[src/rtl/hall_sim_ramp_ctrl.sv]
// hall_sim_ramp_ctrl: rate-limited speed/direction scheduler that feeds
// the Hall simulator's enable, direction and step-period inputs.
// Ports: clk, reset (async, active-high); cmd_valid/cmd_ready handshake
// with cmd_enable, cmd_direction, cmd_duration, ramp_step, ramp_interval;
// outputs enable_sim, sim_direction, sim_speed_duration, busy, at_target.
module hall_sim_ramp_ctrl #(
  parameter int               DUR_W         = 32,
  parameter logic [DUR_W-1:0] SLOW_DURATION = 32'd1_000_000,
  parameter logic [DUR_W-1:0] MIN_DURATION  = 32'd2
) (
  input  logic             clk,
  input  logic             reset,
  input  logic             cmd_valid,
  output logic             cmd_ready,
  input  logic             cmd_enable,
  input  logic             cmd_direction,
  input  logic [DUR_W-1:0] cmd_duration,
  input  logic [DUR_W-1:0] ramp_step,
  input  logic [15:0]      ramp_interval,
  output logic             enable_sim,
  output logic             sim_direction,
  output logic [DUR_W-1:0] sim_speed_duration,
  output logic             busy,
  output logic             at_target
);

  typedef enum logic [2:0] {
    S_IDLE, S_RAMP, S_HOLD, S_DECEL, S_REV
  } state_t;

  state_t           state_q, state_d;
  logic [DUR_W-1:0] goal_q, goal_d;
  logic [DUR_W-1:0] step_q, step_d;
  logic [15:0]      ival_q, ival_d;
  logic [15:0]      cnt_q, cnt_d;
  logic             ndir_q, ndir_d;
  logic             stop_q, stop_d;
  logic             en_q, en_d;
  logic             dir_q, dir_d;
  logic [DUR_W-1:0] dur_q, dur_d;
  logic             rdy_q, rdy_d;
  logic             busy_q, busy_d;
  logic             at_q, at_d;

  logic             accept;
  logic             tick;
  logic             reach;
  logic [DUR_W-1:0] cmd_goal;
  logic [DUR_W-1:0] tgt;
  logic [DUR_W-1:0] nv;

  // One ramp step toward g; a zero step jumps straight to g.
  function automatic logic [DUR_W-1:0] nxt(
    input logic [DUR_W-1:0] c,
    input logic [DUR_W-1:0] g,
    input logic [DUR_W-1:0] s
  );
    if (c > g)
      nxt = (c - g <= s || s == '0) ? g : c - s;
    else
      nxt = (g - c <= s || s == '0) ? g : c + s;
  endfunction

  always_comb begin
    state_d = state_q;
    goal_d  = goal_q;
    step_d  = step_q;
    ival_d  = ival_q;
    ndir_d  = ndir_q;
    stop_d  = stop_q;
    en_d    = en_q;
    dir_d   = dir_q;
    dur_d   = dur_q;
    at_d    = 1'b0;
    accept  = cmd_valid && rdy_q;
    tick    = (cnt_q == ival_q - 16'd1);
    cnt_d   = tick ? 16'd0 : cnt_q + 16'd1;

    if (cmd_duration < MIN_DURATION)
      cmd_goal = MIN_DURATION;
    else if (cmd_duration > SLOW_DURATION)
      cmd_goal = SLOW_DURATION;
    else
      cmd_goal = cmd_duration;

    tgt   = (state_q == S_DECEL) ? SLOW_DURATION : goal_q;
    nv    = nxt(dur_q, tgt, step_q);
    reach = (dur_q == tgt) || (tick && nv == tgt);

    if (accept) begin
      goal_d = cmd_goal;
      step_d = ramp_step;
      ival_d = (ramp_interval == 16'd0) ? 16'd1 : ramp_interval;
      ndir_d = cmd_direction;
    end

    unique case (state_q)
      S_IDLE: begin
        if (accept) begin
          if (cmd_enable) begin
            state_d = S_RAMP;
            en_d    = 1'b1;
            dir_d   = cmd_direction;
            dur_d   = SLOW_DURATION;
          end else begin
            at_d = 1'b1;
          end
        end
      end
      S_RAMP: begin
        if (tick)
          dur_d = nv;
        if (reach) begin
          state_d = S_HOLD;
          dur_d   = tgt;
          at_d    = 1'b1;
        end
      end
      S_HOLD: begin
        if (accept) begin
          if (cmd_enable && cmd_direction == dir_q) begin
            state_d = S_RAMP;
          end else begin
            state_d = S_DECEL;
            stop_d  = !cmd_enable;
          end
        end
      end
      S_DECEL: begin
        if (tick)
          dur_d = nv;
        if (reach) begin
          dur_d = SLOW_DURATION;
          en_d  = 1'b0;
          if (stop_q) begin
            state_d = S_IDLE;
            at_d    = 1'b1;
          end else begin
            state_d = S_REV;
          end
        end
      end
      S_REV: begin
        state_d = S_RAMP;
        en_d    = 1'b1;
        dir_d   = ndir_q;
      end
      default: state_d = S_IDLE;
    endcase

    // Interval timing restarts on every accept and state entry.
    if (accept || state_d != state_q)
      cnt_d = 16'd0;

    rdy_d  = (state_d == S_IDLE) || (state_d == S_HOLD);
    busy_d = !rdy_d;
  end

  always_ff @(posedge clk or posedge reset) begin
    if (reset) begin
      state_q <= S_IDLE;
      goal_q  <= SLOW_DURATION;
      step_q  <= '0;
      ival_q  <= 16'd1;
      cnt_q   <= 16'd0;
      ndir_q  <= 1'b0;
      stop_q  <= 1'b0;
      en_q    <= 1'b0;
      dir_q   <= 1'b0;
      dur_q   <= SLOW_DURATION;
      rdy_q   <= 1'b1;
      busy_q  <= 1'b0;
      at_q    <= 1'b0;
    end else begin
      state_q <= state_d;
      goal_q  <= goal_d;
      step_q  <= step_d;
      ival_q  <= ival_d;
      cnt_q   <= cnt_d;
      ndir_q  <= ndir_d;
      stop_q  <= stop_d;
      en_q    <= en_d;
      dir_q   <= dir_d;
      dur_q   <= dur_d;
      rdy_q   <= rdy_d;
      busy_q  <= busy_d;
      at_q    <= at_d;
    end
  end

  assign cmd_ready          = rdy_q;
  assign enable_sim         = en_q;
  assign sim_direction      = dir_q;
  assign sim_speed_duration = dur_q;
  assign busy               = busy_q;
  assign at_target          = at_q;

endmodule
[config.mk]
export PLATFORM = sky130hd
export DESIGN_NAME = hall_sim_ramp_ctrl
export DESIGN_NICKNAME = d
export VERILOG_FILES = /design/src/rtl/hall_sim_ramp_ctrl.sv
export SDC_FILE = /design/constraint.sdc
export NUM_CORES = 1
export LEC_CHECK = 0
export CAP_MARGIN = 5
export CORE_AREA = 3 3 180 182
export CTS_CLUSTER_SIZE = 12
export DETAILED_ROUTE_END_ITERATION = 8
export DIE_AREA = 0 0 183 185
export PLACE_DENSITY = 0.75
export SLEW_MARGIN = 20
export SYNTH_ARGS = -nofsm -noshare
export SYNTH_HDL_FRONTEND = slang
export SYNTH_SLANG_ARGS = --single-unit
export TNS_END_PERCENT = 20
[constraint.sdc]
create_clock -name clk -period 12.4 [get_ports clk]
set_input_delay 1.24 -clock clk [delete_from_list [all_inputs] [get_ports clk]]
set_output_delay 1.24 -clock clk [all_outputs]
set_load 0.1 [all_outputs]
After elaboration in Yosys (flattened, before gate mapping). Index checks and enable logic that the tools add are counted.

Register bits after elaboration: 138. Input port bits: 85. Output and inout bits: 37. Logic and storage cells: 95.

$add $sub $neg: 6. $lt $le $gt $ge: 5. Equality and inequality tests: 13. Mux-type cells: 36. Bitwise gates (word level): 1. Reductions and logical operators: 21.

Operators by type and width (number): 32-bit 2-to-1 mux (11); 32-bit case mux with 3 select lines (1); 32-bit subtractor (3); 32-bit equality test (2); 32-bit less-or-equal comparator (2); 16-bit 2-to-1 mux (3); 32-bit adder (1); 32-bit by 20-bit > comparator with 1-bit output (second input constant) (1); 32-bit > comparator (1); 32-bit logical NOT (1); 32-bit by 2-bit < comparator with 1-bit output (second input constant) (1); 3-bit 2-to-1 mux (6); 16-bit by 1-bit adder with 16-bit output (second input constant) (1); 16-bit equality test (1); 16-bit logical NOT (1); 16-bit by 1-bit subtractor with 16-bit output (second input constant) (1); 3-bit case mux with 5 select lines (1); 1-bit 2-to-1 mux (10); 3-bit by 2-bit equality test with 1-bit output (second input constant) (3); 3-bit AND reduction (3); 3-bit logical NOT (2); 2-bit != test (second input constant) (3); 1-bit case mux with 3 select lines (2); 3-bit nonzero test (2); 12 further kinds (19).

Logic depth before layout (Yosys ltp).
Depth in word-level cells: 15. Mapped depth: 37. Gate-level depth less buffers: 31.

Least setup slack after synthesis. Ideal clock, no wire load.

Path kind: reg2reg. From: register state_q[0]. To: register dur_q[29] (netlist: sim_speed_duration[29]). Library setup time: 64 ps. Arrival time: 7774 ps. Required time: 12336 ps. Path slack: 4562 ps. Cell stages (with the launch flop): 34. Path buffers: 7. Period minus slack after synthesis: 7838 ps. Cells stage by stage: dfrtp_1 clkbuf_1 nand3b_1 clkbuf_1 buf_1 buf_1 clkbuf_1 nand2_1 ha_1 clkbuf_1 o21ai_0 a41oi_1 o21ai_0 o311ai_0 a21o_1 a31oi_1 o21a_1 o21ai_0 xor2_1 ha_1 nand4_1 nor4_1 nand2_1 a31oi_1 o21ai_0 a21oi_1 a22oi_1 a221o_1 o41ai_2 o211ai_1 or4_4 a211oi_4 buf_4 a21o_1.

Word-level cells in the longest chain between the ends: 12. Elaborated cells between the ends (all ways): 26. Those cells by class: 2 x add/sub; 3 x order compare; 6 x eq/ne; 8 x mux; 7 x reduce/logical.

Ends and longest elaborated chain: start, declared (RTL line 31) `state_t state_q, state_d;`; start signal, assigned (RTL line 175) `state_q <= state_d;`; 3-bit by 2-bit equality test with 1-bit output (RTL line 86, 97); 32-bit 2-to-1 mux (RTL line 86) `tgt = (state_q == S_DECEL) ? SLOW_DURATION : goal_q;`; 32-bit subtractor (on tied branches) (RTL line 61, 59); 32-bit less-or-equal comparator (on tied branches) (RTL line 61, 59); 1-bit logical OR (on tied branches) (RTL line 61, 59); 32-bit 2-to-1 mux (on tied branches) (RTL line 61, 59); 32-bit 2-to-1 mux (RTL line 58) `if (c > g)`; 32-bit equality test (RTL line 88) `reach = (dur_q == tgt) || (tick && nv == tgt);`; 1-bit logical AND (RTL line 88); 1-bit logical OR (RTL line 88); 32-bit 2-to-1 mux (on tied branches) (RTL line 132, 113); 32-bit case mux with 3 select lines (RTL line 97) `unique case (state_q)`; end signal, assigned (RTL line 184) `dur_q <= dur_d;`; end, declared (RTL line 40) `logic [DUR_W-1:0] dur_q, dur_d;`.

Parallel ways exist; a longest one is shown, timed or not. A chain may end at the register's enable or synchronous reset.

Worst setup path in the final report.
From: register state_q[0]. To: register dur_q[12] (netlist: sim_speed_duration[12]).

Same word-level chain as after synthesis.

==> impl_metrics.py <==
metrics = {
    "status": {
        "outcome": "completed",
    },
    "clock_tree": {
        "root_buffer": "clkbuf_16",
        "cts_resized": 0,
        "numCtsBuffers": 17,
        "cts_sinks": 138,
        "postCtsSetupBuffers": 0,
        "worstSkewPairLatency_ns": 0.48,
        "htreeDepth": 4,
        "postCtsHoldBufs": 0,
        "cts_tree": "done",
        "clockBufferDepth": 2,
        "path_clk_slew_ns": 0.10,
    },
    "synth": {
        "syn-cell-area_um2": 16900,
        "synth.area.top_cells": "dfrtp_1 18%, ha_1 14%, a21oi_1 4.7%",
        "syn_inst": 2203,
        "synth_top_area_share_pct": 18.1,
        "synthArstFlopShare_pct": 100,
        "synth_nets": 2477,
        "yosys.cell_count.top_type": "nand2_1",
        "ys.warnings.count": 0,
        "synth.avg_cell_area_um2": 7.66,
        "seq_area_frac_synth_pct": 20.6,
        "ys.flop_type": "dfrtp_1",
        "synth_seq_cells": 138,
        "yosys.cell_types.count": 84,
        "synth_common_cells": "209 x nand2_1, 186 x ha_1, 159 x a21oi_1",
        "synth_edf_count": 0,
        "yosys.area.top_type": "dfrtp_1",
    },
    "sta": {
        "holdWs_ns": 0.494,
        "rsz0062_at_grt": "false",
        "tns_ns": 0,
        "fmax_mhz": 93.1,
        "tightest_slew_ns": 1.15,
        "period_share_pct": 86.6,
        "finalMaxSlewViolations": 0,
        "slew_headroom_pct": 23.1,
        "fin_crit_ns": 10.74,
        "finalHoldViolCount": 0,
        "setup_viol": 0,
        "skew_ns": 0.0320,
    },
    "setup_path": {
        "worstPathArrival_ns": 11.13,
        "critical_path_class": "flip-flop to flip-flop",
        "reg2reg_to": "sim_speed_duration[12]",
        "reg2reg_depth": 30,
        "crit_required_ns": 12.79,
        "ff2ff_setup_slack_ns": 1.66,
        "cp_slowest_cell": "a211oi_4",
        "critPathMaxStageDelay_ns": 0.75,
        "rr_startpoint": "state_q[0]",
        "crit_path_end_kind": "flip-flop",
        "startpoint_type": "flip-flop",
        "critPathMaxFanout": 21,
    },
    "min_path": {
        "min_to": "sim_direction",
        "hold_start": "ndir_q",
        "min_path_type": "flip-flop to flip-flop",
        "hold_depth": 2,
    },
    "grt": {
        "antenna_found_initial": 1,
        "grt-ovfl-total": 0,
        "grt_start_max_net_pins": 73,
        "grt_pass1_wl_um": 110000,
        "grt.total_usage_pct": 42.7,
        "first_global_vias": 17832,
    },
    "route": {
        "avgRoutedWirePerCell_um": 27.8,
        "wl_met1_um": 29700,
        "via_per_inst": 7.11,
        "highest_layer": "met4",
        "drt-total-wl_um": 74000,
        "first_iter_violations": 2463,
        "firstDrtPassIters": 9,
        "met3_length_um": 9200,
        "via_count": 18930,
        "drc": 0,
        "wl_met2_um": 30900,
        "antenna_left": 0,
    },
    "die": {
        "initial_utilization_pct": 54.9,
        "rows": 64,
        "ios": 122,
        "core_um2": 30700,
        "die_x_um": 183,
        "die_y_um": 185,
        "die_area_um2": 33900,
    },
    "finish": {
        "syn2layout_area_growth_pct": 12.1,
        "n_fill_cell": 2683,
        "finalNetCount": 2525,
        "final_area_um2": 18900,
        "drive_above_1_share_pct": 5.30,
    },
    "place": {
        "post_dp_cell_area_um2": 18300,
        "port_buffers": 121,
        "place_hpwl_um": 58800,
        "place_congestion": 1.12,
    },
    "flow_run": {
        "drv_cap": 0,
    },
}
==> stage by stage <==
step / util [%] / std cells / setup WS [ns]
final: 61.5 / 2661 / 1.66
after global routing: 61.5 / 2660 / 1.23
after CTS: 61.5 / 2660 / 2.00
after detailed placement: 59.6 / 2628 / 2.09
after global placement: 59.6 / 2628 / 2.28
after floorplan: - / 2203 / 4.56
==> critical path: cells and delay by family, from the launching register on <==
kind | cells | cell delay, ns
AO/OA/AOI/OAI | 18 | 5.22
XOR/XNOR | 1 | 0.16
adder cells (fa/ha/maj) | 2 | 0.66
buffers and inverters | 2 | 0.60
flip-flops | 1 | 0.52
AND/OR/NAND/NOR | 7 | 3.44
==> flip-flops by register name, indices dropped and copies added (netlist names) <==
register,flops
state_q,3
goal_q,32
ndir_q,1
stop_q,1
cmd_ready,1
enable_sim,1
busy,1
step_q,32
cnt_q,16
at_target,1
sim_direction,1
ival_q,16
sim_speed_duration,32
==> worst max path at each step <==
stage / slack (ns) / from / end
2_1_floorplan: 4.56 / state_q[0] / sim_speed_duration[29]
3_3_place_gp: 2.28 / state_q[2] / sim_speed_duration[12]
3_5_place_dp: 2.09 / state_q[0] / sim_speed_duration[12]
4_1_cts: 2.00 / state_q[0] / sim_speed_duration[0]
5_1_grt: 1.23 / state_q[0] / cnt_q[10]
6_report: 1.66 / state_q[0] / sim_speed_duration[12]
==> cell usage in the layout (no fill, tap or decap), types with 16 or more instances in the layout <==
cell,Yosys,routed
nand2_1,209,209
ha_1,186,186
a21oi_1,159,158
nor2_1,154,154
o21ai_0,152,152
inv_1,145,144
dfrtp_1,122,122
clkdlybuf4s50_1,0,121
xnor2_1,89,89
a21o_1,76,76
nor3_1,60,57
nand3_1,55,55
xor2_1,51,51
nand4_1,45,45
nor4_1,41,40
nor2b_1,25,25
o31ai_1,26,25
and2_1,24,23
o21a_1,22,22
and3_1,22,22
a211oi_1,22,22
nand2b_1,19,19
buf_4,2,19
o21bai_1,18,18
o211ai_1,18,18
mux2_2,17,17
a31oi_1,17,17
or3_1,17,17
clkbuf_16,0,17
a22oi_1,16,16
dfstp_2,16,16
==> layout make-up <==
| cell class | instances | area [um2] | share of cell area, % |
|---|---|---|---|
| multi-input cells | 1807 | 12500 | 65.8 |
| flip-flops and latches | 138 | 3470 | 18.4 |
| repair buffers | 140 | 1350 | 7.16 |
| inverters | 147 | 557 | 2.94 |
| well taps | 396 | 495 | 2.62 |
| clock buffers | 18 | 429 | 2.27 |
| clock inverters | 14 | 154 | 0.814 |
| diodes | 1 | 2.50 | 0.0132 |
==> metal layers <==
| layer | GRT usage [%] | up-vias |
|---|---|---|
| li1 | - | 8222 |
| met1 | 56.8 | 8974 |
| met2 | 64.5 | 1472 |
| met3 | 12.0 | 262 |
| met4 | 20.0 | 0 |
| met5 | 0 | - |
==> kinds of logic (layout without fill, tap and decap cells) <==
kind of cell | count (synthesis) | in the layout | synth area share [%]
other | 0 | 1 | 0
adder cells (fa/ha/maj) | 189 | 189 | 14.1
AND/OR/NAND/NOR | 730 | 730 | 21.4
buffers and inverters | 258 | 319 | 5.93
flip-flops | 138 | 138 | 20.6
AO/OA/AOI/OAI | 716 | 716 | 28.6
XOR/XNOR | 140 | 140 | 7.26
multiplexers | 32 | 32 | 2.10
Power is not shown: default switching activity piles up to over one toggle a cycle in this logic, so the estimate is an artifact.
